**src/rtl/run_ctrl_pkg.sv**
```systemverilog
// Shared types and constants for the processor run sequencer.
package run_ctrl_pkg;

    localparam int unsigned PC_WIDTH = 16;

    typedef enum logic [2:0] {
        ST_IDLE,
        ST_HOLD,
        ST_RUN,
        ST_DRAIN,
        ST_DONE
    } run_state_t;

endpackage

```
**src/rtl/sat_counter.sv**
```systemverilog
// Saturating up-counter: synchronous clear (priority) and enable, async active-low reset.
module sat_counter #(
    parameter int unsigned WIDTH = 32
) (
    input  logic             clk,
    input  logic             rst_n,
    input  logic             clr,
    input  logic             en,
    output logic [WIDTH-1:0] count
);

    always_ff @(posedge clk or negedge rst_n) begin
        if (!rst_n) begin
            count <= '0;
        end else if (clr) begin
            count <= '0;
        end else if (en && (count != '1)) begin
            count <= count + WIDTH'(1);
        end
    end

endmodule

```
**src/rtl/run_controller.sv**
```systemverilog
// Run sequencer: holds the CPU in reset, runs it under a watchdog, captures PC on the
// HALT rising edge, drains for a fixed window and reports DONE; supports re-runs.
module run_controller
    import run_ctrl_pkg::*;
#(
    parameter int unsigned RESET_CYCLES     = 10,
    parameter int unsigned TIMEOUT_CYCLES   = 125000,
    parameter int unsigned POST_HALT_CYCLES = 5,
    parameter int unsigned CNT_WIDTH        = 32,
    parameter int unsigned AUTO_START       = 1
) (
    input  logic                 CLK,
    input  logic                 RST_bar,
    input  logic                 START,
    input  logic                 HALT,
    input  logic [PC_WIDTH-1:0]  PC,
    output logic                 CPU_RST_bar,
    output logic                 RUNNING,
    output logic                 DONE,
    output logic                 TIMED_OUT,
    output logic [CNT_WIDTH-1:0] CYCLES,
    output logic [PC_WIDTH-1:0]  HALT_PC
);

    if (RESET_CYCLES == 0) begin : g_bad_reset_cycles
        $error("run_controller: RESET_CYCLES must be at least 1");
    end
    if (TIMEOUT_CYCLES == 0) begin : g_bad_timeout_cycles
        $error("run_controller: TIMEOUT_CYCLES must be at least 1");
    end

    localparam logic [CNT_WIDTH-1:0] HOLD_LAST    = CNT_WIDTH'(RESET_CYCLES - 1);
    localparam logic [CNT_WIDTH-1:0] TIMEOUT_LAST = CNT_WIDTH'(TIMEOUT_CYCLES - 1);
    localparam logic [CNT_WIDTH-1:0] DRAIN_LAST   =
        CNT_WIDTH'((POST_HALT_CYCLES == 0) ? 0 : POST_HALT_CYCLES - 1);

    run_state_t           state;
    run_state_t           next_state;
    logic                 halt_q;
    logic                 halt_edge;
    logic [CNT_WIDTH-1:0] phase;
    logic                 hold_done;
    logic                 drain_done;
    logic                 timeout_hit;
    logic                 cpu_rst_d;
    logic                 timed_out_d;
    logic                 capture;
    logic                 cyc_clr;
    logic                 cyc_en;

    assign halt_edge   = HALT & ~halt_q;
    assign hold_done   = (phase == HOLD_LAST);
    assign drain_done  = (phase == DRAIN_LAST);
    assign timeout_hit = (CYCLES == TIMEOUT_LAST);

    always_ff @(posedge CLK or negedge RST_bar) begin
        if (!RST_bar) begin
            state <= ST_IDLE;
        end else begin
            state <= next_state;
        end
    end

    always_comb begin
        next_state = state;
        case (state)
            ST_IDLE:  if ((AUTO_START != 0) || START) next_state = ST_HOLD;
            ST_HOLD:  if (hold_done) next_state = ST_RUN;
            ST_RUN: begin
                if (halt_edge) begin
                    next_state = (POST_HALT_CYCLES == 0) ? ST_DONE : ST_DRAIN;
                end else if (timeout_hit) begin
                    next_state = ST_DONE;
                end
            end
            ST_DRAIN: if (drain_done) next_state = ST_DONE;
            ST_DONE:  if (START) next_state = ST_HOLD;
            default:  next_state = ST_IDLE;
        endcase
    end

    always_comb begin
        cpu_rst_d   = CPU_RST_bar;
        timed_out_d = TIMED_OUT;
        capture     = 1'b0;
        cyc_clr     = 1'b0;
        cyc_en      = 1'b0;
        case (state)
            ST_IDLE: begin
                cpu_rst_d   = 1'b0;
                timed_out_d = 1'b0;
                cyc_clr     = 1'b1;
            end
            ST_HOLD: begin
                cpu_rst_d = hold_done;
                cyc_clr   = 1'b1;
            end
            ST_RUN: begin
                // halt takes priority over the watchdog; both exits freeze CYCLES
                if (halt_edge) begin
                    capture = 1'b1;
                end else if (timeout_hit) begin
                    timed_out_d = 1'b1;
                    cpu_rst_d   = 1'b0;
                end else begin
                    cyc_en = 1'b1;
                end
            end
            ST_DRAIN: cpu_rst_d = 1'b1;
            ST_DONE: begin
                if (START) begin
                    cpu_rst_d   = 1'b0;
                    timed_out_d = 1'b0;
                    cyc_clr     = 1'b1;
                end
            end
            default: cpu_rst_d = 1'b0;
        endcase
    end

    // HOLD and DRAIN share one phase counter, restarted on every state change
    always_ff @(posedge CLK or negedge RST_bar) begin
        if (!RST_bar) begin
            phase <= '0;
        end else if ((next_state != state) ||
                     !((state == ST_HOLD) || (state == ST_DRAIN))) begin
            phase <= '0;
        end else begin
            phase <= phase + CNT_WIDTH'(1);
        end
    end

    always_ff @(posedge CLK or negedge RST_bar) begin
        if (!RST_bar) begin
            halt_q      <= 1'b0;
            CPU_RST_bar <= 1'b0;
            RUNNING     <= 1'b0;
            DONE        <= 1'b0;
            TIMED_OUT   <= 1'b0;
            HALT_PC     <= '0;
        end else begin
            halt_q      <= HALT;
            CPU_RST_bar <= cpu_rst_d;
            RUNNING     <= (next_state == ST_RUN) || (next_state == ST_DRAIN);
            DONE        <= (next_state == ST_DONE);
            TIMED_OUT   <= timed_out_d;
            if (capture) begin
                HALT_PC <= PC;
            end
        end
    end

    sat_counter #(
        .WIDTH (CNT_WIDTH)
    ) u_cycles (
        .clk   (CLK),
        .rst_n (RST_bar),
        .clr   (cyc_clr),
        .en    (cyc_en),
        .count (CYCLES)
    );

endmodule

```
**config.mk**
```make
export PLATFORM = sky130hd
export DESIGN_NAME = run_controller
export DESIGN_NICKNAME = d
export VERILOG_FILES = /design/src/rtl/run_ctrl_pkg.sv /design/src/rtl/sat_counter.sv /design/src/rtl/run_controller.sv
export SDC_FILE = /design/constraint.sdc
export NUM_CORES = 1
export LEC_CHECK = 0
export ABC_AREA = 1
export CAP_MARGIN = 25
export CORE_UTILIZATION = 55
export CTS_CLUSTER_SIZE = 30
export DETAILED_ROUTE_END_ITERATION = 10
export PLACE_DENSITY = 0.8
export SLEW_MARGIN = 10
export SYNTH_ARGS = -nofsm -noshare
export SYNTH_HDL_FRONTEND = slang
export SYNTH_SLANG_ARGS = --single-unit
```
**constraint.sdc**
```tcl
create_clock -name CLK -period 3.14 [get_ports CLK]
set_input_delay 0.628 -clock CLK [delete_from_list [all_inputs] [get_ports CLK]]
set_output_delay 0.628 -clock CLK [all_outputs]
set_load 0.01 [all_outputs]
```
==> impl_metrics.toml <==
[cts]
clock_path_buffers = 2
postCtsHoldBufs = 0
clkLatencyLatePin_ns = 0.37
cts_setup_buffers = 0
cts_root_buf = "clkbuf_8"
cts_num_sinks = 88
post_cts_resized = 0
clkTransAtPathRegs_ns = 0.09
cts_tree = "yes"
cts_inserted_buffers = 9
htreeDepth = 3

[timing]
min_period_ns = 2.51
finalClockSkew_ns = 0.0111
post-route-period-util_pct = 80.0
drv_slew = 0
fmax_mhz = 398
max_slew_margin_pct = 48.9
worst_slew_pin_slew_ns = 0.767
setup_viol = 0
hold_viol_final = 0
tns_ns = 0
rsz0062_at_grt = "no"

[worst_setup_path]
max_stage_delay_ns = 0.55
cp.arrival_ns = 2.77
worstSetupStartpointType = "flip-flop"
cpMostUsedCell = "nand2_1"
worst_ep_required_time_ns = 3.40
path_max_fanout = 31
end_kind = "flip-flop"
cpMaxStageDelayCell = "dfrtp_1"
r2r-start = "u_cycles.count[0]$_DFFE_PN0P_"
reg2reg_depth = 10
crit_chain = "ha_1 > nand2_2 > nor2_4 > nand2_2 > nor2_2 > nand2_1 > nand4_4 > nand2_4 > nand2_1 > nand2_1"
reg2reg_slack_ns = 0.63
r2r-end = "u_cycles.count[31]$_DFFE_PN0P_"
setup.worst_path.class = "flip-flop to flip-flop"

[yosys]
synth_cell_types = 28
synth_nets = 827
syn_inst = 803
syn_area_sq_um = 5500
yosysWarnings = 0
yosysSeqAreaShare_pct = 40.1
avgSynthCellArea_sq_um = 6.84
synth_seq_cells = 88

[run]
maxCapViolCount = 0

[place]
port_buffers = 71
dp_cells = 992
gp_congestion = 0.930
dp_hpwl_microns = 10500

[detailed_routing]
wl_per_cell_microns = 14.1
detail-route-antenna-nets = 0
wl_microns = 14200
first_pass_iters = 5
drc_errors = 0
vias = 5301
drt-vias-per-instance = 5.26
drtIter0Drc = 225

[power_and_ir_drop]
powerDensity_nw_per_um2 = 524
leakagePower_nw = 2.73
max-vdd-ir-drop_mv = 0.491

[floorplan]
core.rowCount = 36
die_w_microns = 102
start_util_pct = 56.5
die_h_microns = 102
ios = 72
core_sq_um = 9730
die_area_sq_um = 10400

[finish]
final_layout_size_suffix_gt1_share_pct = 8.58
num-nets-final = 894
area_growth_pct = 18.2
fin_cells = 1007
num_antenna_cells = 0

[global_route]
grt_pass1_wl_microns = 23700
gr-total-overflow = 0
track_usage_pct = 29.8
grt_max_degree = 59
first_global_vias = 5144
antenna_found_initial = 0

[outcome]
status = "finished, final reports clean"

[hold_path]
min_path_type = "primary input to async pin"
## final cells by class
class                      count  area (sq um)
fill                         877          3230
clock buffer                  10           138
timing repair buffer          75           751
tap                          133           166
clock inverter                 5          81.3
inverter                      65           244
multi-input combinational    631          2920
sequential                    88          2200
## cell usage in the layout (no fill, tap or decap)
cell type | Yosys | layout
nand3b_1 | 1 | 1
inv_1 | 53 | 53
nor3_4 | 1 | 1
nand2_4 | 2 | 2
inv_2 | 12 | 12
nor3_2 | 1 | 1
xnor2_1 | 17 | 17
nand4_4 | 1 | 1
clkbuf_8 | 0 | 10
clkinv_2 | 0 | 1
a21oi_1 | 2 | 2
clkinv_4 | 0 | 1
nand2_1 | 292 | 292
nand2_2 | 3 | 3
bufinv_16 | 0 | 2
clkinvlp_4 | 0 | 1
ha_1 | 4 | 4
nor2_1 | 152 | 152
clkdlybuf4s50_1 | 0 | 70
nor3_1 | 23 | 23
nand4_1 | 7 | 7
buf_12 | 0 | 1
buf_4 | 4 | 4
a22oi_4 | 1 | 1
nor2_2 | 32 | 32
nand3_1 | 61 | 61
nor2_4 | 2 | 2
o21ai_0 | 2 | 2
nor3b_1 | 2 | 2
o21ai_1 | 2 | 2
dfrtp_1 | 88 | 88
xor2_1 | 23 | 23
## state kept, by name, summed over array words and instances (netlist names)
name	flops
phase	32
u_cycles.count	32
HALT_PC	16
state	3
CPU_RST_bar	1
DONE	1
RUNNING	1
TIMED_OUT	1
halt_q	1
## Yosys cell counts (all sizes together)
master / n / area, sq um
xor2: 23 / 201
buf: 12 / 108
nand4: 8 / 65.1
a22oi: 1 / 21.3
a21oi: 2 / 10.0
inv: 65 / 244
o21ai: 4 / 20.0
nor3b: 2 / 15.0
nor2: 186 / 793
nand2: 297 / 1140
xnor2: 17 / 149
nand3b: 1 / 7.51
ha: 4 / 50.1
clkbuf: 7 / 26.3
nand3: 61 / 305
nor3: 25 / 141
dfrtp: 88 / 2200
## critical path: cells and delay by family, from the launching register on
family,cells,cell delay [ns]
fa+ha+maj,1,0.42
simple gates,9,1.43
flops,1,0.55
## stage by stage
stage               power [mW]  instance area, sq um  hold WS, ns  util [%]  worst slack (ns)
CTS                       3.44                  6500        0.346      66.8             0.648
global placement          2.53                  6280        0.453      64.5             0.686
detailed placement        2.56                  6280        0.464      64.5             0.683
global route              3.62                  6500        0.389      66.8             0.435
floorplan                 2.21                  5500        0.332         -              1.37
finish                    3.41                  6500        0.316      66.8             0.629
## worst max-delay path by stage
stage | start | end | slack, ns | cells after the start
2_1_floorplan | u_cycles.count[1]$_DFFE_PN0P_ | u_cycles.count[31]$_DFFE_PN0P_ | 1.37 | 12
5_1_grt | u_cycles.count[0]$_DFFE_PN0P_ | u_cycles.count[9]$_DFFE_PN0P_ | 0.43 | 10
3_5_place_dp | u_cycles.count[0]$_DFFE_PN0P_ | u_cycles.count[14]$_DFFE_PN0P_ | 0.68 | 10
6_report | u_cycles.count[0]$_DFFE_PN0P_ | u_cycles.count[31]$_DFFE_PN0P_ | 0.63 | 10
3_3_place_gp | u_cycles.count[0]$_DFFE_PN0P_ | u_cycles.count[31]$_DFFE_PN0P_ | 0.69 | 10
4_1_cts | u_cycles.count[0]$_DFFE_PN0P_ | u_cycles.count[31]$_DFFE_PN0P_ | 0.65 | 10
## layer usage
metal	track usage [%]	wire length (microns)	up-vias	share of wire [%]
met5	0	0	-	0
li1	-	-	2597	-
met4	16.0	481	0	3.4
met3	3.83	707	37	5.0
met2	51.2	7010	160	50
met1	36.5	5960	2507	42
## where the power goes
| group | internal, mW | switching, mW |
|---|---|---|
| Combinational | 0.404 | 0.732 |
| Sequential | 1.29 | 0.110 |
| Clock | 0.465 | 0.412 |
| Total | 2.15 | 1.25 |
## kinds of logic after synthesis
group | share of synthesized area [%]
xor gates and xnor gates | 6.37
DFF | 40.1
adders and majority gates | 0.911
AOI/OAI and AO/OA | 0.933
buffers and inverters | 6.87
and+or+nand+nor | 44.8
Power figures use the tool's default switching activity.
